===== config.mk =====
export PLATFORM = sky130hd
export DESIGN_NAME = pcs_tx_scheduler
export DESIGN_NICKNAME = d
export VERILOG_FILES = /design/src/rtl/pcs_tx_pkg.sv /design/src/rtl/pcs_tx_scheduler.sv
export SDC_FILE = /design/constraint.sdc
export NUM_CORES = 1
export LEC_CHECK = 0
export ABC_AREA = 1
export ABC_CLOCK_PERIOD_IN_PS = 4000
export CORE_ASPECT_RATIO = 1.1
export CORE_MARGIN = 2
export CORE_UTILIZATION = 30
export DETAILED_ROUTE_END_ITERATION = 8
export GPL_TIMING_DRIVEN = 0
export PLACE_DENSITY = 0.61
export REMOVE_ABC_BUFFERS = 1
export SYNTH_ARGS = -nofsm -noshare
export SYNTH_HDL_FRONTEND = slang
export SYNTH_SLANG_ARGS = --single-unit

===== constraint.sdc =====
create_clock -name clk -period 4 [get_ports clk]
set_input_delay 1.2 -clock clk [delete_from_list [all_inputs] [get_ports clk]]
set_output_delay 1.2 -clock clk [all_outputs]
set_load 0.01 [all_outputs]

===== src/rtl/pcs_tx_pkg.sv =====
// Shared types, block constants and block builders for the 64b/66b TX scheduler.
// Latency: n/a (package only).
// Backpressure: n/a (package only).
package pcs_tx_pkg;

    typedef enum logic [1:0] {
        INIT  = 2'd0,
        GAP   = 2'd1,
        FRAME = 2'd2,
        DRAIN = 2'd3
    } state_t;

    localparam logic [1:0] SH_DATA = 2'b01;
    localparam logic [1:0] SH_CTRL = 2'b10;
    localparam logic [7:0] BT_IDLE = 8'h1E;
    localparam logic [7:0] BT_OS   = 8'h4B;
    localparam logic [6:0] C_ERROR = 7'h1E;

    // All-idle control block: eight idle control characters are zero.
    function automatic logic [63:0] idle_blk();
        return {56'h0, BT_IDLE};
    endfunction

    // Control block carrying eight /E/ characters, used to poison an aborted frame.
    function automatic logic [63:0] err_blk();
        return {{8{C_ERROR}}, BT_IDLE};
    endfunction

    function automatic logic [63:0] os_blk(input logic [55:0] os_data);
        return {os_data, BT_OS};
    endfunction

endpackage


===== src/rtl/pcs_tx_scheduler.sv =====
// Picks one 66b block per coder beat: MAC data, an injected ordered set, or local idle/error.
// Latency: 1 cycle from input handshake (data beat or os_ack) to the output register.
// Backpressure: output reloads only when m_axis_tready | ~m_axis_tvalid; all state holds otherwise.
//
// Ports:
//   clk, reset                  clock, asynchronous active-high reset
//   s_data_t{type,data,last,valid,ready}  MAC block stream (ttype = sync header)
//   os_req / os_data / os_ack   level request for one ordered set, acked when loaded
//   m_axis_t{type,data,valid,ready}       block stream to the coder/scrambler
//   underrun_cnt                saturating count of frames aborted by underrun
//   init_done                   high once the post-reset idle run has finished
module pcs_tx_scheduler
    import pcs_tx_pkg::*;
#(
    parameter int INIT_IDLES = 16,
    parameter int MIN_GAP    = 2,
    parameter int CNT_W      = 16
) (
    input  logic             clk,
    input  logic             reset,
    input  logic [1:0]       s_data_ttype,
    input  logic [63:0]      s_data_tdata,
    input  logic             s_data_tlast,
    input  logic             s_data_tvalid,
    output logic             s_data_tready,
    input  logic             os_req,
    input  logic [55:0]      os_data,
    output logic             os_ack,
    output logic [1:0]       m_axis_ttype,
    output logic [63:0]      m_axis_tdata,
    output logic             m_axis_tvalid,
    input  logic             m_axis_tready,
    output logic [CNT_W-1:0] underrun_cnt,
    output logic             init_done
);

    localparam logic [15:0] INIT_LAST = 16'(INIT_IDLES - 1);
    localparam logic [7:0]  GAP_MIN   = 8'(MIN_GAP);

    state_t      state, nxt_state;
    logic [15:0] init_cnt, nxt_init;
    logic [7:0]  gap_cnt, nxt_gap, gap_inc;
    logic        gap_ok;
    logic        adv;
    logic [1:0]  ld_ttype;
    logic [63:0] ld_tdata;
    logic        ld_uflow;

    // Output register is free when empty or being drained this cycle.
    assign adv     = m_axis_tready | ~m_axis_tvalid;
    assign gap_ok  = (gap_cnt >= GAP_MIN);
    assign gap_inc = (gap_cnt == 8'hFF) ? gap_cnt : gap_cnt + 8'd1;

    // INIT never recurs without reset, so leaving it marks the idle run complete.
    assign init_done = (state != INIT);

    // In GAP a pending ordered set outranks data, so data is refused while os_req is up.
    assign s_data_tready = adv & ((state == FRAME) |
                                  (state == DRAIN) |
                                  ((state == GAP) & gap_ok & ~os_req));

    always_comb begin
        nxt_state = state;
        nxt_init  = init_cnt;
        nxt_gap   = gap_cnt;
        ld_ttype  = SH_CTRL;
        ld_tdata  = idle_blk();
        ld_uflow  = 1'b0;
        os_ack    = 1'b0;
        case (state)
            INIT: begin
                nxt_init = init_cnt + 16'd1;
                if (init_cnt == INIT_LAST) begin
                    nxt_state = GAP;
                end
            end
            GAP: begin
                if (os_req) begin
                    ld_tdata = os_blk(os_data);
                    os_ack   = adv;
                    nxt_gap  = gap_inc;
                end else if (gap_ok && s_data_tvalid) begin
                    ld_ttype = s_data_ttype;
                    ld_tdata = s_data_tdata;
                    if (s_data_tlast) begin
                        // Single-beat frame: the gap restarts right away.
                        nxt_gap = 8'd0;
                    end else begin
                        nxt_state = FRAME;
                    end
                end else begin
                    nxt_gap = gap_inc;
                end
            end
            FRAME: begin
                if (s_data_tvalid) begin
                    ld_ttype = s_data_ttype;
                    ld_tdata = s_data_tdata;
                    if (s_data_tlast) begin
                        nxt_state = GAP;
                        nxt_gap   = 8'd0;
                    end
                end else begin
                    // The scrambler cannot stall, so a late beat kills the frame.
                    ld_tdata  = err_blk();
                    ld_uflow  = 1'b1;
                    nxt_state = DRAIN;
                end
            end
            DRAIN: begin
                // Remaining beats of the aborted frame are swallowed; idles go out.
                if (s_data_tvalid && s_data_tlast) begin
                    nxt_state = GAP;
                    nxt_gap   = 8'd0;
                end
            end
            default: nxt_state = INIT;
        endcase
    end

    always_ff @(posedge clk or posedge reset) begin
        if (reset) begin
            state    <= INIT;
            init_cnt <= 16'd0;
            gap_cnt  <= GAP_MIN;
        end else if (adv) begin
            state    <= nxt_state;
            init_cnt <= nxt_init;
            gap_cnt  <= nxt_gap;
        end
    end

    always_ff @(posedge clk or posedge reset) begin
        if (reset) begin
            m_axis_tvalid <= 1'b0;
            m_axis_ttype  <= 2'b00;
            m_axis_tdata  <= 64'h0;
        end else if (adv) begin
            m_axis_tvalid <= 1'b1;
            m_axis_ttype  <= ld_ttype;
            m_axis_tdata  <= ld_tdata;
        end
    end

    always_ff @(posedge clk or posedge reset) begin
        if (reset) begin
            underrun_cnt <= '0;
        end else if (adv && ld_uflow && (underrun_cnt != {CNT_W{1'b1}})) begin
            underrun_cnt <= underrun_cnt + 1'b1;
        end
    end

endmodule


==> impl_metrics.csv, run 1 <==
group,metric,value,unit
die,core,20510,sq um
global_route,grt_pass1_wl,30550,um
synthesis,syn_area,6256,sq um
placement,place_area,8675,sq um
synthesis,synthArstFlopShare,100.0,%
global_route,overflow,0,
die,fp.dieW,141.7,um
routing,drtIter0Drc,289,
routing,wire_per_inst,14.26,um
global_route,grt_usage,17.63,%
die,die_area,22030,sq um
worst_setup_path,crit_arrival,2.62,ns
synthesis,synth.top_cells.by_area,"dfrtp_1 43%, nand2_1 27%, nor2_1 4.8%, inv_1 3.1%, nand3_1 2.8%",
synthesis,ys_types,31,
sta,fin_crit,3.823,ns
synthesis,ys.flop_type,"dfrtp_1",
sta,worst_pin_slew,0.9304,ns
routing,via_per_inst,4.564,
clock_network,clock_path_buffers,2,
global_route,grt_pass1_vias,5892,
routing,drc,0,
die,row_count,55,
sta,relSlewSlack,37.83,%
die,die_height,155.5,um
global_route,grt_util_met2,30.19,%
synthesis,syn_area_per_cell,6.951,sq um
synthesis,synth_xor_area_share,3.780,%
sta,rsz0062_at_grt,"false",
clock_network,holdBufCountCts,0,
clock_network,clkSlewWorstSetupHoldPaths,0.08,ns
sta,hold_slack,0.4786,ns
global_route,antenna_found_initial,0,
synthesis,synthMuxAreaShare,0,%
global_route,use_met1,22.52,%
worst_setup_path,required,2.80,ns
die,ios,214,
pwr,peakVddDrop,304.6,uV
placement,dp_hpwl,13970,um
sta,finalMaxSlewViolations,0,
sta,setup_tns,0,ns
global_route,use_met3,3.047,%
pwr,powerDensity,558.1,nW/um^2
sta,finalSetupViolCount,0,
worst_setup_path,crit_path_max_fanout,4,
worst_setup_path,cp-start-kind,"input port",
sta,setup_slack,0.1767,ns
worst_hold_path,hp-class,"reg2reg",
synthesis,synth-compound-area-share,3.480,%
clock_network,cts-root-buf,"clkbuf_16",
synthesis,ys_top_cells_by_count,"451 x nand2_1, 108 x dfrtp_1, 80 x nor2_1, 52 x inv_1, 35 x nand3_1",
routing,drt_wl_total,19400,um
synthesis,synth.most_common_cell,"nand2_1",
status,status,"finished, final reports clean",
worst_setup_path,critPathCaptureType,"output pin",
final_layout,n_antenna_cell,0,
sta,period_share,95.58,%
global_route,grt_max_degree,64,
worst_setup_path,path_class,"in2out",
clock_network,clkLatencyLatePin,0.36,ns
placement,place_congestion,0.8918,
final_layout,layout.nets,1238,
synthesis,yosysSeqAreaShare,43.62,%
clock_network,clock_sinks,109,
die,initial_utilization,30.51,%
placement,pre_cts_ws,-0.2965,ns
sta,finalHoldViolCount,0,
synthesis,yosysTopAreaCellShare,43.20,%
routing,vias,6212,
routing,antenna_left,0,
clock_network,cts_buffers,9,
synthesis,synth_top_cell_by_area,"dfrtp_1",
synthesis,synth_top_family_by_area,"simple AND/OR/NAND/NOR gates",
sta,timing.fmax,0.2616,GHz
clock_network,cts_max_level,3,
pwr,finalPower,5.005,mW
pwr,p_leak,4.454,nW
final_layout,syn_to_final_growth,43.34,%
routing,dr.pass1.iters,4,
job,timing.max_cap.violations,0,
global_route,top_usage_layer,"met2",
synthesis,synth_edf_count,0,
synthesis,synthSimpleGateAreaFrac,41.30,%
sta,skew,0.01015,ns
final_layout,fin_area,8967,sq um
final_layout,drive_above_1_share,6.516,%
clock_network,cts_tree,"done",
synthesis,syn_inst,900,
synthesis,ys_warn_count,0,
synthesis,synthAdderAreaFrac,2.000,%
synthesis,synth_seq_cells,109,
placement,numPortBuffers,213,
## cell families after synthesis
group | after synthesis
xor gates and xnor gates | 27
AOI/OAI and AO/OA | 42
and+or+nand+nor | 628
adders and majority gates | 10
DFF | 109
buffers and inverters | 83
other | 1
## routing by layer
layer	wire length [um]	share of wire (%)
met1	8672	45
met2	9294	48
met3	1049	5.4
met4	386	2.0
met5	0	0
## registers in the layout, indices dropped and copies added (netlist names)
name and flops:
underrun_cnt 16, m_axis_ttype 2, state 2, init_cnt 16, m_axis_tvalid 1, m_axis_tdata 64
gap_cnt 8
## stage by stage
step	cells	utilization, %
CTS	1361	43.71
global placement	1339	41.68
detailed placement	1344	42.30
floorplan	870	-
finish	1361	43.73
global route	1361	43.73
## placed cells by master (no fill, tap or decap), drive strengths merged, types with 2 or more instances in the layout
cell,synthesis,final
nand4,6,6
xnor2,7,7
nor3,10,10
ha,10,10
clkinv,1,3
inv,52,54
a31oi,6,6
o21ai,27,27
nand3b,2,2
nor2,84,84
nand2,465,465
clkdlybuf4s50,0,212
nand3,35,35
clkinvlp,0,2
clkbuf,16,10
buf,14,6
a21oi,9,9
or2,25,25
xor2,20,20
dfrtp,108,108
## path summary, 6_finish.rpt
check	to	start	slack [ns]	depth (start not counted)
min reg2reg	m_axis_tdata[30]$_DFFE_PP0N_	m_axis_tdata[30]$_DFFE_PP0N_	0.48	2
max reg2reg	underrun_cnt[2]$_DFFE_PP0P_	state[0]$_DFFE_PP0P_	1.29	8
max	os_ack	os_req	0.18	4
min	m_axis_tdata[30]$_DFFE_PP0N_	m_axis_tdata[30]$_DFFE_PP0N_	0.48	2
min in group asynchronous	m_axis_tdata[62]$_DFFE_PP0N_	reset	1.26	2
max in group asynchronous	gap_cnt[1]$_DFFE_PP1P_	reset	2.05	3
## power by group
part	switching (mW)	leakage (nW)	internal (mW)	total, mW
clock network	0.451	0.136	0.435	0.886
registers	0.259	1.42	1.43	1.69
logic	1.39	2.90	1.04	2.43
## worst max-delay path, cell delays in order
cell and delay (ns):
clkdlybuf4s50_1 0.59, nand2_1 0.16, nor2_1 0.13, clkdlybuf4s50_1 0.54
## repair_timing
| action | in CTS | in global routing |
|---|---|---|
| setup buffers | 1 | 0 |
| pin swaps | 1 | 0 |
| gates resized for setup | 1 | 1 |
| setup endpoints to repair | 1 | 7 |
## area by class of cell
type | instances | area, sq um
Timing Repair Buffer | 219 | 2246
Clock buffer | 10 | 229.0
Sequential cell | 109 | 2729
Clock inverter | 6 | 53.80
Fill cell | 2128 | 11540
Tap cell | 256 | 320.3
Multi-Input combinational cell | 708 | 3182
Inverter | 53 | 207.7
Power figures use the tool's default switching activity.
==> run 2: changes to the inputs <==
- CORE_ASPECT_RATIO: 1.1 -> default
==> impl_metrics.csv, run 2 (synthesis results as in run 1) <==
group,metric,value,unit
worst_setup_path,crit_path_max_fanout,5,
placement,place_area,8707,sq um
routing,drtIter0Drc,264,
final_layout,final_common_cell,"nand2_1",
sta,worst_pin_slew,0.7000,ns
global_route,grt_pass1_wl,30850,um
sta,rsz0062_at_grt,"false",
routing,drt_wl_total,19330,um
sta,period_share,98.72,%
sta,timing.fmax,0.2533,GHz
sta,finalSetupViolCount,0,
final_layout,largest_reg_flops,64,
die,initial_utilization,30.72,%
worst_setup_path,cp-start-kind,"input port",
worst_setup_path,required,2.80,ns
worst_setup_path,path_class,"in2out",
sta,relSlewSlack,53.16,%
final_layout,mostFrequentLayoutCells,"451 x nand2_1, 213 x clkdlybuf4s50_1, 108 x dfrtp_1, 78 x nor2_1, 49 x inv_1",
final_layout,layout.cells.non_filler,1374,
global_route,antenna_found_initial,0,
final_layout,largest-register,"m_axis_tdata",
worst_hold_path,hp-class,"reg2reg",
clock_network,cts_buffers,9,
placement,place_congestion,0.8434,
clock_network,holdBufCountCts,0,
die,fp.dieW,148.4,um
placement,placed_cells_incl_taps,1358,
final_layout,layout.nets,1237,
worst_setup_path,crit_arrival,2.75,ns
routing,wire_per_inst,14.07,um
clock_network,clkLatencyLatePin,0.35,ns
final_layout,top_regs,"m_axis_tdata: 64 flops, init_cnt: 16 flops, underrun_cnt: 16 flops",
sta,fin_crit,3.949,ns
clock_network,clock_sinks,109,
die,core,20360,sq um
sta,finalMaxSlewViolations,0,
global_route,grt_usage,17.60,%
clock_network,clock_path_buffers,2,
routing,via_per_inst,4.501,
global_route,grt_pass1_vias,5931,
clock_network,cts_max_level,3,
routing,dr.pass1.iters,5,
job,timing.max_cap.violations,0,
worst_setup_path,critPathCaptureType,"output pin",
global_route,overflow,0,
pwr,finalPower,4.985,mW
final_layout,utilization,44.12,%
final_layout,fin_area,8985,sq um
final_layout,n_antenna_cell,0,
routing,vias,6185,
final_layout,drive_above_1_share,6.341,%
clock_network,cts-root-buf,"clkbuf_16",
pwr,p_leak,4.439,nW
placement,numPortBuffers,213,
routing,antenna_left,0,
sta,skew,0.01128,ns
sta,setup_tns,0,ns
die,row_count,52,
clock_network,clkSlewWorstSetupHoldPaths,0.07,ns
pwr,peakVddDrop,305.7,uV
pwr,powerDensity,554.8,nW/um^2
sta,finalHoldViolCount,0,
die,die_area,22020,sq um
final_layout,syn_to_final_growth,43.62,%
status,status,"finished, final reports clean",
placement,dp_hpwl,13700,um
clock_network,postCtsSetupRepairBufs,0,
clock_network,cts_tree,"done",
global_route,grt_max_degree,58,
die,die_height,148.4,um
routing,drc,0,
die,ios,214,
==> run 2: critical path: stages <==
cell and delay (ns):
clkdlybuf4s50_1 0.56, nor2_4 0.23, nand2_1 0.07, a21oi_1 0.13, clkdlybuf4s50_1 0.55
==> run 2: what timing repair did <==
action                                  4_1_cts  5_1_grt
endpoints found under the setup margin        1        6
resized for setup                             1        1
gates cloned                                  0        0
pin swaps                                     0        1
==> run 2: area by class of cell <==
| type | instances | area (sq um) |
|---|---|---|
| inverter | 53 | 207.7 |
| timing repair buffer | 218 | 2255 |
| fill | 2084 | 11380 |
| multi-input combinational | 708 | 3187 |
| tap | 270 | 337.8 |
| clock inverter | 5 | 36.28 |
| sequential | 109 | 2729 |
| clock buffer | 11 | 232.7 |
==> run 2: layer usage <==
metal  share of wire [%]  wire length (um)  global-route usage (%)  vias to the layer above
met2                  46              8830                   28.94                      177
met1                  46              8931                   23.32                     2830
met3                 6.1              1178                   3.497                       25
met4                 2.0               386                   5.810                        0
li1                    -                 -                       -                     3153
met5                   0                 0                       0                        -
==> run 2: worst paths after layout <==
path	depth (start not counted)	to	slack, ns	start
setup / recovery	5	s_data_tready	0.05	os_req
hold / removal	2	m_axis_tdata[37]$_DFFE_PP0N_	0.48	m_axis_tdata[37]$_DFFE_PP0N_
setup reg to reg	8	underrun_cnt[2]$_DFFE_PP0P_	1.44	state[0]$_DFFE_PP0P_
hold reg to reg	2	m_axis_tdata[37]$_DFFE_PP0N_	0.48	m_axis_tdata[37]$_DFFE_PP0N_
max in group asynchronous	3	m_axis_tdata[19]$_DFFE_PP0N_	2.07	reset
min in group asynchronous	2	m_axis_tdata[24]$_DFFE_PP0N_	1.27	reset
==> run 2: where the power goes <==
group / leakage, nW / internal [mW] / switching (mW)
clock: 0.122 / 0.425 / 0.427
sequential: 1.42 / 1.43 / 0.264
combinational: 2.90 / 1.05 / 1.39
==> run 2: stage by stage <==
step                      setup WS [ns]  hold slack, ns
after floorplan                  -1.402          0.4661
after global placement           -7.472          0.4602
after detailed placement        -0.2937          0.4637
after CTS                       0.03494          0.4842
after global routing            0.01015          0.4998
final                           0.05133          0.4788
